`src/rtl/logic_pod_phase_shift_ctrl_if.sv`:
```
// Aligner request/response and MMCM dynamic phase-shift signals for the phase shift sequencer.
// The master side is the aligner plus MMCM; the slave side is the sequencer.
interface logic_pod_phase_shift_ctrl_if #(
    parameter int POS_WIDTH = 7
);
    logic                 req_en;
    logic                 req_inc;
    logic                 req_done;
    logic                 busy;
    logic [POS_WIDTH-1:0] position;
    logic                 timeout_err;
    logic                 proto_err;
    logic                 mmcm_psen;
    logic                 mmcm_psincdec;
    logic                 mmcm_psdone;
    logic                 mmcm_locked;

    modport master (
        output req_en, req_inc, mmcm_psdone, mmcm_locked,
        input  req_done, busy, position, timeout_err, proto_err, mmcm_psen, mmcm_psincdec
    );

    modport slave (
        input  req_en, req_inc, mmcm_psdone, mmcm_locked,
        output req_done, busy, position, timeout_err, proto_err, mmcm_psen, mmcm_psincdec
    );
endinterface

```
`src/rtl/logic_pod_phase_shift_ctrl.sv`:
```
// Sequences single-step MMCM fine phase shifts for the logic pod aligner, tracks the
// absolute phase position modulo one period and flags hung or illegal handshakes.
module logic_pod_phase_shift_ctrl #(
    parameter int STEPS_PER_PERIOD = 112,
    parameter int POS_WIDTH        = 7,
    parameter int TIMEOUT_CYCLES   = 255
) (
    input  logic                          clk_312p5mhz,
    input  logic                          rst,
    logic_pod_phase_shift_ctrl_if.slave   bus
);
    localparam int CNT_W = $clog2(TIMEOUT_CYCLES + 1);
    localparam logic [POS_WIDTH-1:0] POS_MAX  = POS_WIDTH'(STEPS_PER_PERIOD - 1);
    localparam logic [CNT_W-1:0]     CNT_LAST = CNT_W'(TIMEOUT_CYCLES);

    typedef enum logic [1:0] {IDLE = 2'd0, ISSUE = 2'd1, WAIT = 2'd2} state_t;

    state_t               state_q, state_d;
    logic                 dir_q, dir_d;
    logic                 busy_q, busy_d;
    logic                 done_q, done_d;
    logic [POS_WIDTH-1:0] pos_q, pos_d;
    logic [CNT_W-1:0]     cnt_q, cnt_d;
    logic                 terr_q, terr_d;
    logic                 perr_q, perr_d;

    logic [CNT_W-1:0]     cnt_inc;
    logic                 timeout_hit;
    logic                 locked;

    assign locked      = bus.mmcm_locked;
    assign cnt_inc     = cnt_q + 1'b1;
    assign timeout_hit = (cnt_inc == CNT_LAST);

    always_ff @(posedge clk_312p5mhz) begin
        if (rst) begin
            state_q <= IDLE;
            dir_q   <= 1'b0;
            busy_q  <= 1'b0;
            done_q  <= 1'b0;
            pos_q   <= '0;
            cnt_q   <= '0;
            terr_q  <= 1'b0;
            perr_q  <= 1'b0;
        end else begin
            state_q <= state_d;
            dir_q   <= dir_d;
            busy_q  <= busy_d;
            done_q  <= done_d;
            pos_q   <= pos_d;
            cnt_q   <= cnt_d;
            terr_q  <= terr_d;
            perr_q  <= perr_d;
        end
    end

    // Loss of lock overrides everything: the MMCM restarts at phase zero after relock.
    always_comb begin
        state_d = state_q;
        if (!locked) begin
            state_d = IDLE;
        end else begin
            case (state_q)
                IDLE:    if (bus.req_en) state_d = ISSUE;
                ISSUE:   state_d = WAIT;
                WAIT:    if (bus.mmcm_psdone || timeout_hit) state_d = IDLE;
                default: state_d = IDLE;
            endcase
        end
    end

    always_comb begin
        dir_d  = dir_q;
        busy_d = busy_q;
        done_d = 1'b0;
        pos_d  = pos_q;
        cnt_d  = cnt_q;
        terr_d = terr_q;
        perr_d = perr_q;

        if (bus.req_en && busy_q)
            perr_d = 1'b1;
        if (bus.mmcm_psdone && (state_q != WAIT))
            perr_d = 1'b1;

        if (!locked) begin
            pos_d = '0;
            cnt_d = '0;
            if (busy_q) begin
                done_d = 1'b1;
                busy_d = 1'b0;
                terr_d = 1'b1;
            end else if ((state_q == IDLE) && bus.req_en) begin
                done_d = 1'b1;
            end
        end else begin
            case (state_q)
                IDLE: begin
                    if (bus.req_en) begin
                        dir_d  = bus.req_inc;
                        busy_d = 1'b1;
                    end
                end
                ISSUE: cnt_d = '0;
                WAIT: begin
                    cnt_d = cnt_inc;
                    if (bus.mmcm_psdone) begin
                        if (dir_q)
                            pos_d = (pos_q == POS_MAX) ? '0 : pos_q + 1'b1;
                        else
                            pos_d = (pos_q == '0) ? POS_MAX : pos_q - 1'b1;
                        done_d = 1'b1;
                        busy_d = 1'b0;
                    end else if (timeout_hit) begin
                        terr_d = 1'b1;
                        done_d = 1'b1;
                        busy_d = 1'b0;
                    end
                end
                default: ;
            endcase
        end
    end

    // PSEN is gated by lock combinationally so it can never fire against an unlocked MMCM.
    always_comb begin
        bus.mmcm_psen     = (state_q == ISSUE) && locked;
        bus.mmcm_psincdec = (state_q != IDLE) && dir_q;
        bus.req_done      = done_q;
        bus.busy          = busy_q;
        bus.position      = pos_q;
        bus.timeout_err   = terr_q;
        bus.proto_err     = perr_q;
    end
endmodule
```
`src/flat_wrapper.sv`:
```
// flat-port wrapper written by rule: the top's interface ports become plain ports
module logic_pod_phase_shift_ctrl_flat 
#(
    parameter int STEPS_PER_PERIOD = 112,
    parameter int POS_WIDTH        = 7,
    parameter int TIMEOUT_CYCLES   = 255
)
  (clk_312p5mhz, rst, bus_req_en, bus_req_inc, bus_mmcm_psdone, bus_mmcm_locked, bus_req_done, bus_busy, bus_position, bus_timeout_err, bus_proto_err, bus_mmcm_psen, bus_mmcm_psincdec);
  logic_pod_phase_shift_ctrl_if #(.POS_WIDTH(POS_WIDTH)) bus_i ();
  input  logic clk_312p5mhz;
  input  logic rst;
  input wire logic [$bits(bus_i.req_en)-1:0] bus_req_en;
  input wire logic [$bits(bus_i.req_inc)-1:0] bus_req_inc;
  input wire logic [$bits(bus_i.mmcm_psdone)-1:0] bus_mmcm_psdone;
  input wire logic [$bits(bus_i.mmcm_locked)-1:0] bus_mmcm_locked;
  output wire logic [$bits(bus_i.req_done)-1:0] bus_req_done;
  output wire logic [$bits(bus_i.busy)-1:0] bus_busy;
  output wire logic [$bits(bus_i.position)-1:0] bus_position;
  output wire logic [$bits(bus_i.timeout_err)-1:0] bus_timeout_err;
  output wire logic [$bits(bus_i.proto_err)-1:0] bus_proto_err;
  output wire logic [$bits(bus_i.mmcm_psen)-1:0] bus_mmcm_psen;
  output wire logic [$bits(bus_i.mmcm_psincdec)-1:0] bus_mmcm_psincdec;
  assign bus_i.req_en = bus_req_en;
  assign bus_i.req_inc = bus_req_inc;
  assign bus_i.mmcm_psdone = bus_mmcm_psdone;
  assign bus_i.mmcm_locked = bus_mmcm_locked;
  assign bus_req_done = bus_i.req_done;
  assign bus_busy = bus_i.busy;
  assign bus_position = bus_i.position;
  assign bus_timeout_err = bus_i.timeout_err;
  assign bus_proto_err = bus_i.proto_err;
  assign bus_mmcm_psen = bus_i.mmcm_psen;
  assign bus_mmcm_psincdec = bus_i.mmcm_psincdec;
  logic_pod_phase_shift_ctrl #(.STEPS_PER_PERIOD(STEPS_PER_PERIOD), .POS_WIDTH(POS_WIDTH), .TIMEOUT_CYCLES(TIMEOUT_CYCLES)) u_core (.clk_312p5mhz(clk_312p5mhz), .rst(rst), .bus(bus_i));
endmodule
```
`config.mk`:
```
export PLATFORM = sky130hd
export DESIGN_NAME = logic_pod_phase_shift_ctrl_flat
export DESIGN_NICKNAME = d
export VERILOG_FILES = /design/src/rtl/logic_pod_phase_shift_ctrl_if.sv /design/src/rtl/logic_pod_phase_shift_ctrl.sv /design/src/flat_wrapper.sv
export SDC_FILE = /design/constraint.sdc
export NUM_CORES = 1
export LEC_CHECK = 0
export CAP_MARGIN = 20
export CORE_UTILIZATION = 49
export CTS_CLUSTER_SIZE = 40
export DETAILED_ROUTE_END_ITERATION = 10
export GPL_TIMING_DRIVEN = 1
export PLACE_DENSITY = 0.8
export SLEW_MARGIN = 15
export SYNTH_ARGS = -nofsm -noshare
export SYNTH_HDL_FRONTEND = slang
export SYNTH_SLANG_ARGS = --single-unit
```
`constraint.sdc`:
```
create_clock -name clk_312p5mhz -period 1.7 [get_ports clk_312p5mhz]
set_input_delay 0.51 -clock clk_312p5mhz [delete_from_list [all_inputs] [get_ports clk_312p5mhz]]
set_output_delay 0.51 -clock clk_312p5mhz [all_outputs]
set_load 0.1 [all_outputs]
```
## Word level (Yosys, flattened, before mapping)

Index checks and enable logic that the tools add are counted.
Widths: inputs -> output; s select.

- Register bits: 22
- Bits in latches: 0
- Bits in writable memories: 0
- Bits in read-only memories: 0
- Input bits: 6
- Output and inout port bits: 13
- Logic and storage cells: 66
- Memories kept: 0

- Add/subtract/negate cells: 3
- Multiply operators: 0
- Div/mod/pow operators: 0
- $lt $le $gt $ge: 0
- Equal/unequal tests: 11
- Shifts and indexed selects: 0
- Multiplexer cells: 24
- Bitwise operators: 1
- Reduce and logical (&&, ||, !) cells: 19

Operator list:

| cell | count |
|---|---|
| $mux 7 | 3 |
| $mux 1 | 16 |
| $pmux 8 s2 | 1 |
| $reduce_bool 2->1 | 5 |
| $add 8x1->8 const B | 1 |
| $eq 8x8->1 const B | 1 |
| $add 7x1->7 const B | 1 |
| $eq 7x7->1 const B | 1 |
| $logic_not 7->1 | 1 |
| $sub 7x1->7 const B | 1 |
| $ne 2x1->1 const B | 3 |
| $ne 2x2->1 const B | 3 |
| $pmux 2 s3 | 1 |
| $reduce_and 3->1 | 2 |
| $logic_and 1x1->1 | 5 |
| $mux 2 | 2 |
| $reduce_and 2->1 | 2 |
| $reduce_and 4->1 | 1 |
| $ne 3x2->1 const B | 1 |
| $eq 2x1->1 const B | 1 |
| $eq 2x2->1 const B | 1 |
| $logic_not 2->1 | 1 |
| $pmux 1 s2 | 1 |
| $reduce_or 2->1 | 1 |
| 2 further kinds | 2 |

## Depth between registers and ports, before layout

Gate-level depths: netlist (run 1).

- Depth after elaboration: 6
- Depth in mapped cells: 7
- Gate-level depth less buffers: 7

## Least setup slack after synthesis (run 1)

No wires, ideal clock.

- Kind: register -> output
- From: register u_core.dir_q
- To: output port bus_mmcm_psincdec
- Data arrival time: 2.062 ns
- Data required time: 1.190 ns
- Setup slack: -0.872 ns
- Cell stages (with the launch flop): 3
- Buffers on the path: 1
- Cells stage by stage: dfxtp_1 > clkbuf_1 > nor2b_1

- Longest elaborated chain between the ends: 1

RTL lines:

| item | RTL line | text |
|---|---|---|
| from (decl) | logic_pod_phase_shift_ctrl.sv:19 | `logic dir_q, dir_d;` |
| from (signal assigned) | logic_pod_phase_shift_ctrl.sv:47 | `dir_q <= dir_d;` |
| $logic_and 1x1->1 | logic_pod_phase_shift_ctrl.sv:128 | `bus.mmcm_psincdec = (state_q != IDLE) && dir_q;` |
| to (decl) | flat_wrapper.sv:22 | `output wire logic [$bits(bus_i.mmcm_psincdec)-1:0] bus_mmcm_psincdec;` |

No other way between the ends.

## Worst setup path after layout (run 1)

- From: register u_core.state_q[0]
- To: output port bus_mmcm_psincdec

- Longest elaborated chain between the ends: 2

RTL lines:

| item | RTL line | text |
|---|---|---|
| from (decl) | logic_pod_phase_shift_ctrl.sv:18 | `state_t state_q, state_d;` |
| from (signal assigned) | logic_pod_phase_shift_ctrl.sv:46 | `state_q <= state_d;` |
| $reduce_bool 2->1 | logic_pod_phase_shift_ctrl.sv:128 |  |
| $logic_and 1x1->1 | logic_pod_phase_shift_ctrl.sv:128 |  |

No other way between the ends.

==> impl_results.md, run 1 <==
* Fin cells at roughly 270
* Vias in the first global route at approximately 1600
* CP max stage cell: dfxtp_4
* Top cells by area, synth: dfxtp_1 (29%), a21oi_1 (8.4%), ha_1 (6.7%), nand2_1 (4.8%), nor2_1 (4.8%)
* Hold buffer count at cts at 0
* Final Critical Period at about 1800 ps
* Die Y at ~57 um
* DRC Markers at 1
* Family with the most delay on the worst path: flip-flops
* Die X at roughly 57 um
* Fin crit share at 1.03
* DR pass1 iterations at 7
* Setup violators final at 2
* Vias post-DR at between 1500 and 2000
* Top cell type's share of synthesized area at 0.294
* Sequential cell area fraction in the yosys report at 0.294
* Clock sinks at 22
* Crit path largest cell delay at between 400 and 500 ps
* Worst r2r src: u_core.cnt_q[1]
* Area grow syn2layout at 44.4%
* Avg WL per Cell at 16.6 um
* Setup Total Neg Slack at -95.1 ps
* Ys Warns at 0
* PortBufs at 18
* Worst Reg-to-Reg Cells at 6
* Total gr overflow at 0
* Rows at 19
* Setup slack after layout at -55.5 ps
* Global-route wire length before repair at about 7000 um
* Max FO, Critical Path at 4
* Outcome: finished with violations
* Largest net degree at the start of global routing at 15
* Mux share of post-synthesis cell area at 0.0201
* Hold WC Path Type: register to register
* F_max at ~570 MHz
* Dpl hpwl at 2860 um
* Core Area at approximately 2800 sq um
* Asr flop ratio synth at 0
* Gate Count Post-Synth at 201
* Max Cap Violations at 0
* TritonCTS Buffers at 3
* Crit path arrival time at between 1000 and 1500 ps
* Die area at about 3300 sq um
* Met2 usage at 0.449
* GRT Overall Usage at 0.269
* DR iter-0 viols at 88
* Post-synth EDFFs at 0
* RSZ-0062 raised after global routing: yes
* CP Class: register to primary output
* Met1 global-route usage at 0.344
* Drt via density at around 6.3
* Cell Area, Synth at 1500 sq um
* CTS tree: done
* CP Launch Type: register
* Final Hold Fails at 0
* Synth area leader: dfxtp_1
* Top cells by count, synth: a21oi_1 (25), dfxtp_1 (22), nand2_1 (19), nor2_1 (19), o21ai_0 (13)
* GRT Max-Usage Layer: met2
* Initial antenna violation count at 0
* Clk slew on worst S/H paths at approximately 130 ps
* # IOs at 19
* Syn nets at about 220
* Simple-gate share of the synthesized area at 0.300
* Filler instances at roughly 200
* Peak VDD IR at between 0.3 and 0.4 mV
* Syn avg cell area at ~7.5 sq um
* Compound-Gate Fraction of Synth Area at 0.252
* Antenna-violating nets left at 0
* Post-Place Setup Slack at -154 ps
* Flop-to-flop setup slack at ~10 ps
* Failing checks: design-rule violations, negative setup slack
* FF+latch count, synth at 22
* Placed Cells at ~260
* Post-synth cell types at between 40 and 50
* Max-slew violations at 0
* CTS Buffer Depth at 2
* Total power at ~1000 uW
* CP Cell Sequence: inv_4 -> ha_4 -> nor2b_4 -> buf_12
* Skew-Pair Late Insertion Delay at approximately 320 ps
* Most frequent cell after synthesis: a21oi_1
* Antenna cells at 0
* CP required at between 1000 and 1500 ps
* Reg2reg end: u_core.bus.req_done
* H-Tree Depth at 1
* Final WL at ~4400 um
* Synth Area in XOR/XNOR at 0.0117
* Largest family of logic cells by synthesized area: simple AND/OR/NAND/NOR gates
* Layout Nets at ~250
* Clock skew at approximately 1.9 ps
* Worst setup path end: bus_mmcm_psincdec
* Worst-margin pin slew at ~360 ps
* Pwr Density at between 400 and 500 nW/um^2
* Max transition margin at 0.760
* CTS Root Cell: clkbuf_4
* Synth Flop Type: dfxtp_1
* Crit end category: primary output
* Layout cells sized above 1 at 0.347
* CP Depth at 4
* GR Layer Usage met3 at 0.0385
* Starting Density at 0.529
* Synth Area in Adders at 0.0668
* Placer Congestion at approximately 0.91
* CP startpoint: u_core.state_q[0]
* Leakage at between 0.0007 and 0.0008 uW
* Bufs and invs on worst path at 2
[power by group]
part | internal, uW | leakage (uW) | total (uW) | switching, uW
combinational | 85.7 | 0.000564 | 205 | 119
clock | 92.0 | 0.0000150 | 272 | 180
sequential | 517 | 0.000187 | 532 | 14.6
[sequential cells by signal, summed over array words and instances, names as in the netlist]
register	count
u_core.state_q	2
u_core.bus.req_done	1
u_core.bus.timeout_err	1
u_core.cnt_q	8
u_core.bus.proto_err	1
u_core.bus.busy	1
u_core.dir_q	1
u_core.bus.position	7
[worst min-delay path by stage]
stage | cells past startpoint | startpoint | endpoint | slack [ps]
3_5_place_dp | 2 | u_core.bus.position[3] | u_core.bus.position[3] | 530
5_1_grt | 2 | u_core.cnt_q[7] | u_core.cnt_q[7] | 580
4_1_cts | 2 | u_core.bus.position[3] | u_core.bus.position[3] | 550
3_3_place_gp | 2 | u_core.bus.position[3] | u_core.bus.position[3] | 520
6_report | 2 | u_core.bus.position[3] | u_core.bus.position[3] | 550
2_1_floorplan | 2 | u_core.cnt_q[7] | u_core.cnt_q[7] | 520
[layout by cell type (no fill, tap or decap), drive strengths merged, types with 8 or more instances in the layout]
master and instances:
a21oi 25, buf 37, dfxtp 22, ha 8, inv 10, nand2 20
nand3 10, nor2 19, nor3 8, o21ai 13
[stage by stage]
step / util / hold slack, ps / cell area, sq um
2_1_floorplan: - / 521 / 1530
3_3_place_gp: 0.692 / 521 / 1960
3_5_place_dp: 0.692 / 532 / 1960
4_1_cts: 0.732 / 552 / 2070
5_1_grt: 0.765 / 583 / 2160
6_report: 0.765 / 549 / 2160
[tightest hold or removal path: cells and delay by family (launching register included)]
family,cells,cell delay (ps)
AOI/OAI and AO/OA,1,50
DFF,1,410
and+or+nand+nor,1,70
[area by class of cell]
class / count / area, sq um / share of cell area
multi-input cells: 158 / 1090 / 0.505
repair buffers: 42 / 493 / 0.228
flip-flops and latches: 22 / 470 / 0.217
inverters: 10 / 42.5 / 0.0197
well taps: 31 / 38.8 / 0.0179
clock buffers: 4 / 26.3 / 0.0121
[logic make-up after synthesis]
logic type | Yosys count
buf+inv | 21
compound gates | 60
mux | 3
simple gates | 85
flops | 22
fa+ha+maj | 8
xor+xnor | 2
[metal layers]
metal / up-vias / wire length [um]
met5: - / 0
met4: 0 / 138
met3: 15 / 256
met2: 87 / 2230
met1: 792 / 1800
li1: 797 / -
[repair_timing]
action,4_1_cts,5_1_grt
cloned,0,0
buffers inserted,6,1
setup endpoints to repair,6,16
pin swaps,3,13
resized for setup,17,17
(Power assumes the default switching activity.)
==> inputs of run 2 (changes only) <==
--- a/config.mk
+++ b/config.mk
@@ -6,11 +6,11 @@
 export NUM_CORES = 1
 export LEC_CHECK = 0
 export CAP_MARGIN = 20
-export CORE_UTILIZATION = 49
+export CORE_UTILIZATION = 30
 export CTS_CLUSTER_SIZE = 40
 export DETAILED_ROUTE_END_ITERATION = 10
 export GPL_TIMING_DRIVEN = 1
-export PLACE_DENSITY = 0.8
+export PLACE_DENSITY = 0.55
 export SLEW_MARGIN = 15
 export SYNTH_ARGS = -nofsm -noshare
 export SYNTH_HDL_FRONTEND = slang
==> run 2 against run 1 <==
  * The run now ends clean
  * Core utilization down 28 points
  * Non-clock buffer count is 9 higher
  * Clock power is 84% higher
  * Clock-buffer cell count fell by 1
  * Design area rose by 6.8%
  * Flip-flop and latch count did not move
  * First-iteration DRC count is 10% lower
  * Worst setup slack better by 68 ps
  * Via count decreased by 4.8%
  * Combinational power rose by 3%
  * Critical path depth up 2
  * Largest cell class unchanged
  * Power is 23% higher
==> impl_results.md, run 2 (same netlist as run 1, synthesis figures left out) <==
* Outcome: finished, final reports clean
* H-Tree Depth at 1 (unchanged)
* Max-slew violations at 0 (unchanged)
* Drt via density at 5.16 (-19%)
* Antenna cells at 0 (unchanged)
* Pwr Density at 536 nW/um^2 (+15%)
* Layout Nets at 260 (+3.6%)
* Design Area, Final at 2310 sq um (+6.8%)
* Bufs and invs on worst path at 0 (-2)
* TritonCTS Buffers at 3 (unchanged)
* CP Cell Sequence: ha_4 -> or2b_1 -> a21oi_2 -> o32a_1 -> nand2_2 -> o31ai_1
* CTS Buffer Depth at 2 (unchanged)
* CTS Root Cell: clkbuf_8
* Fin cells at 312 (+17%)
* Most frequent cells in the layout: buf_4 (30), a21oi_1 (24), nand2_1 (19), nor2_1 (19)
* Clock sinks at 22 (unchanged)
* CTS tree: done
* Skew-Pair Late Insertion Delay at 270 ps (-50 ps)
* Starting Density at 0.315 (-0.214)
* Vias post-DR at 1610 (-4.8%)
* Max Cap Violations at 0 (unchanged)
* Leakage at 0.000831 uW (+8.6%)
* CP required at 1870 ps (+680 ps)
* Final WL at 4030 um (-8.9%)
* Antenna-violating nets left at 0 (unchanged)
* Max transition margin at 0.735 (-0.0247)
* GRT Overall Usage at 0.156 (-0.113)
* CP Launch Type: register
* Final Hold Fails at 0 (unchanged)
* Setup slack after layout at 12.8 ps (+68.3 ps)
* CP Class: register to register
* Family with the most delay on the worst path: compound AO/OA/AOI/OAI gates
* Int Power at 923 uW (+33%)
* Fin crit share at 0.992 (-0.0402)
* CP max stage cell: dfxtp_4
* Peak VDD IR at 0.481 mV (+29%)
* Die Y at 72.7 um (+27%)
* Clock skew at 5.78 ps (+3.92 ps)
* Post-Place Setup Slack at -175 ps (-20.4 ps)
* Clock power share at 0.404 (+0.134)
* Worst-margin pin slew at 394 ps (+36.8 ps)
* DR iter-0 viols at 79 (-10%)
* Switch Pwr at 316 uW (+0.68%)
* Die area at 5280 sq um (+61%)
* # IOs at 19 (unchanged)
* Initial antenna violation count at 0 (unchanged)
* Placed Cells at 300 (+17%)
* Gate power share at 0.170 (-0.033)
* DRC Markers at 0 (-1)
* Die X at 72.7 um (+27%)
* Filler instances at 479 (+140%)
* Most common cell after layout, fill and taps aside: buf_4
* Dpl hpwl at 2780 um (-2.9%)
* Crit path arrival time at 1860 ps (+610 ps)
* Setup violators final at 0 (-2)
* Rows at 25 (+6)
* Largest Register: u_core.cnt_q
* Reg power frac at 0.426 (-0.102)
* Total gr overflow at 0 (unchanged)
* Area grow syn2layout at 54.2%
* Hold WC Path Type: register to register
* Largest net degree at the start of global routing at 14 (-1)
* Avg WL per Cell at 12.9 um (-22%)
* Placer Congestion at 0.782 (-14%)
* Global-route wire length before repair at 6610 um (-5.9%)
* F_max at 593 MHz (+4.0%)
* DR pass1 iterations at 4 (-3)
* Area post-placement at 2060 sq um (+5.4%)
* Layout cells sized above 1 at 0.351 (+0.00356)
* Core Area at 4750 sq um (+68%)
* Vias in the first global route at 1395 (-11%)
* RSZ-0062 raised after global routing: yes
* Clk slew on worst S/H paths at 90 ps (-40 ps)
* PortBufs at 18 (unchanged)
* Max FFs per register at 8 (unchanged)
* Crit path largest cell delay at 360 ps (-50 ps)
* Crit end category: register
* Max FO, Critical Path at 6 (+2)
* Sw Ratio at 0.255 (-0.0560)
* Final Critical Period at 1690 ps (-68.3 ps)
-- run 2: cell types whose count changed in the layout (fill, tap and decap cells not counted), sizes merged --
| cell | before | now |
|---|---|---|
| bufinv | 0 | 1 |
| buf | 37 | 46 |
| clkbuf | 4 | 3 |
-- run 2: path summary, 6_finish.rpt --
kind                          startpoint                      to  slack [ps]  cells past startpoint
hold / removal    u_core.bus.position[3]  u_core.bus.position[3]         560                      2
setup reg to reg         u_core.cnt_q[1]       u_core.state_q[0]          10                      6
setup / recovery         u_core.cnt_q[1]       u_core.state_q[0]          10                      6
hold reg to reg   u_core.bus.position[3]  u_core.bus.position[3]         560                      2
-- run 2: final cells by class --
cell class | count | area (sq um) | area share
Multi-Input combinational cell | 158 | 1070 | 0.465
Timing Repair Buffer | 51 | 568 | 0.246
Sequential cell | 22 | 472 | 0.204
Tap cell | 67 | 83.8 | 0.0363
Clock buffer | 3 | 41.3 | 0.0179
Inverter | 10 | 40.0 | 0.0173
Clock inverter | 1 | 30.0 | 0.0130
-- run 2: per-stage QoR --
stage	setup TNS (ps)	hold slack [ps]	power [uW]	utilization
6_report	0	556	1240	0.486
5_1_grt	-265	592	1290	0.486
4_1_cts	-36.2	546	1240	0.459
3_5_place_dp	-1100	531	730	0.434
3_3_place_gp	-1000	529	731	0.434
2_1_floorplan	-63.1	521	646	-
-- run 2: power by group through the flow --
stage,registers (uW),clock network [uW],logic (uW)
4_1_cts,528,518,196
5_1_grt,529,539,225
3_5_place_dp,540,0,190
3_3_place_gp,540,0,191
6_report,527,501,211
2_1_floorplan,576,0,70.0
-- run 2: per-layer routing --
metal  vias up  share of wire  track usage
met5         -              0            0
met4         0         0.0089       0.0131
met3         6          0.024       0.0331
met2        23           0.47        0.246
met1       759           0.49        0.227
li1        822              -            -
-- run 2: timing repair --
action	in CTS	in global routing
buffers inserted	0	8
pin swaps	1	9
resized for setup	14	17
endpoints found under the hold margin	0	0
setup endpoints to repair	7	13
hold buffers	0	0
-- run 2: worst min-delay path, delay by kind of cell (launching register included) --
family | cells | cell delay (ps)
flip-flops | 1 | 400
AND/OR/NAND/NOR | 1 | 70
AO/OA/AOI/OAI | 1 | 50
==> inputs of run 3 (changes only) <==
--- a/config.mk
+++ b/config.mk
@@ -6,11 +6,12 @@
 export NUM_CORES = 1
 export LEC_CHECK = 0
 export CAP_MARGIN = 20
+export CORE_ASPECT_RATIO = 1.25
 export CORE_UTILIZATION = 30
 export CTS_CLUSTER_SIZE = 40
 export DETAILED_ROUTE_END_ITERATION = 10
 export GPL_TIMING_DRIVEN = 1
-export PLACE_DENSITY = 0.55
+export PLACE_DENSITY = 0.49
 export SLEW_MARGIN = 15
 export SYNTH_ARGS = -nofsm -noshare
 export SYNTH_HDL_FRONTEND = slang
==> run 3 against run 2 <==
  * Power fell by 8.5%
  * Non-clock buffer count rose by 5
  * Cell count fell by 0.64%
  * Sequential power barely moved
  * Core utilization rose by 0.21 points
  * Hold slack got worse by 6.7 ps
  * Critical path depth fell by 2
  * Combinational power barely moved
  * Die area barely moved
  * Register-to-register slack improved by 40 ps
  * Sequential share of layout area fell by 0.29 points
  * Flip-flop and latch count did not move
==> impl_results.md, run 3 (same netlist as run 1, synthesis figures left out) <==
* Outcome: finished, final reports clean
* Pwr Density at 487 nW/um^2 (-9.1%)
* DRC Markers at 0 (unchanged)
* # IOs at 19 (unchanged)
* Max FFs per register at 8 (unchanged)
* Final Critical Period at 1670 ps (-14.2 ps)
* F_max at 598 MHz (+0.85%)
* Crit end category: primary output
* Placer Congestion at 0.813 (+4.0%)
* Max-slew violations at 0 (unchanged)
* Clock skew at 2.55 ps (-3.23 ps)
* Global-route wire length before repair at 6760 um (+2.2%)
* PortBufs at 18 (unchanged)
* Filler instances at 485 (+1.3%)
* Core Util, Final at 0.488 (+0.00213)
* Dpl hpwl at 3020 um (+8.6%)
* Peak VDD IR at 0.241 mV (-50%)
* Setup Total Neg Slack at 0 ps (unchanged)
* Total power at 1130 uW (-8.5%)
* Hold buffer count at cts at 0 (unchanged)
* Total gr overflow at 0 (unchanged)
* Largest Register: u_core.cnt_q
* Initial antenna violation count at 0 (unchanged)
* Die Y at 81.0 um (+11%)
* Drt via density at 5.07 (-1.7%)
* Antenna-violating nets left at 0 (unchanged)
* H-Tree Depth at 1 (unchanged)
* DR pass1 iterations at 4 (unchanged)
* Final WL at 4150 um (+3.0%)
* TritonCTS Buffers at 3 (unchanged)
* Max transition margin at 0.749 (+0.0137)
* CP Launch Type: register
* CP Class: register to primary output
* Worst-margin pin slew at 374 ps (-20.4 ps)
* CP max stage cell: dfxtp_2
* Max FO, Critical Path at 2 (-4)
* Flop-to-flop setup slack at 50 ps (+40 ps)
* Multi-input logic area at 1080 sq um (+0.58%)
* Hold WC Path Type: register to register
* Max Cap Violations at 0 (unchanged)
* Area grow syn2layout at 55.2%
* Vias post-DR at 1572 (-2.4%)
* Antenna cells at 0 (unchanged)
* Die area at 5280 sq um (about the same)
* RSZ-0062 raised after global routing: yes
* Layout cells sized above 1 at 0.376 (+0.0250)
* Clock sinks at 22 (unchanged)
* Crit path largest cell delay at 350 ps (about the same)
* CP Cell Sequence: buf_6 -> ha_4 -> and2_4 -> buf_12
* Crit path arrival time at 1160 ps (-700 ps)
* Fin crit share at 0.984 (-0.00837)
* CTS Buffer Depth at 2 (unchanged)
* Leakage at 0.000862 uW (+3.7%)
* Final Hold Fails at 0 (unchanged)
* GRT Overall Usage at 0.163 (+0.00731)
* Vias in the first global route at 1470 (+5.4%)
* Starting Density at 0.314 (-0.000662)
* Avg WL per Cell at 13.4 um (+3.6%)
* Largest net degree at the start of global routing at 13 (-1)
* CTS Root Cell: clkbuf_8
* Most frequent cells in the layout: buf_4 (35), a21oi_1 (24), nand2_1 (19), nor2_1 (19)
* Die X at 65.2 um (-10%)
* CP required at 1190 ps (-680 ps)
* Rows at 28 (+12%)
* DR iter-0 viols at 118 (+49%)
* Core Area at 4760 sq um (+0.21%)
* Setup violators final at 0 (unchanged)
* Skew-Pair Late Insertion Delay at 270 ps (about the same)
* Sequential cell area at 468 sq um (-0.80%)
* Clk slew on worst S/H paths at 90 ps (about the same)
* Layout Nets at 265 (+1.9%)
* Most common cell after layout, fill and taps aside: buf_4
* CTS tree: done
## run 3: cell types whose count changed in the layout (fill, tap and decap cells not counted), sizes merged
cell    change
bufinv      -1
clkbuf      +1
buf         +5
## run 3: path summary, 6_finish.rpt
check / endpoint / start / cells after the start
hold reg to reg: u_core.bus.position[3] / u_core.bus.position[3] / 2
setup reg to reg: u_core.bus.busy / u_core.cnt_q[1] / 7
setup / recovery: bus_mmcm_psen / u_core.state_q[0] / 4
hold / removal: u_core.bus.position[3] / u_core.bus.position[3] / 2
## run 3: final cells by class
type,instances,share of cell area
clock buffer,4,0.0237
inverter,10,0.0172
multi-input combinational,158,0.465
sequential,22,0.201
tap,60,0.0323
timing repair buffer,56,0.260
## run 3: timing repair
item / 4_1_cts / 5_1_grt
gates resized for setup: 20 / 12
buffers inserted: 2 / 4
endpoints found under the setup margin: 6 / 9
pin swaps: 4 / 7
## run 3: metrics by stage
| step | hold WS, ps | area, sq um | std cells | setup WS, ps |
|---|---|---|---|---|
| 2_1_floorplan | 521 | 1530 | 201 | -63.1 |
| 3_3_place_gp | 533 | 2110 | 300 | -157 |
| 3_5_place_dp | 528 | 2110 | 300 | -166 |
| 4_1_cts | 542 | 2240 | 306 | 0.983 |
| 5_1_grt | 576 | 2320 | 310 | -43.1 |
| 6_report | 549 | 2320 | 310 | 27.1 |
## run 3: per-layer routing
metal / wire length [um] / part of all wire / track usage / vias to the layer above
li1: - / - / - / 827
met1: 1920 / 0.46 / 0.199 / 725
met3: 67 / 0.016 / 0.0211 / 4
met2: 2130 / 0.51 / 0.296 / 16
met5: 0 / 0 / 0 / -
met4: 36 / 0.0087 / 0.0457 / 0
## run 3: power by group
part | switching [uW] | total (uW) | internal, uW
Combinational | 116 | 210 | 94.0
Sequential | 12.6 | 530 | 518
Clock | 186 | 393 | 207
Total | 315 | 1130 | 818
## run 3: worst max-delay path, delay by kind of cell (launching register included)
kind | cells | cell delay (ps)
fa+ha+maj | 1 | 140
buf+inv | 2 | 280
flops | 1 | 350
simple gates | 1 | 130
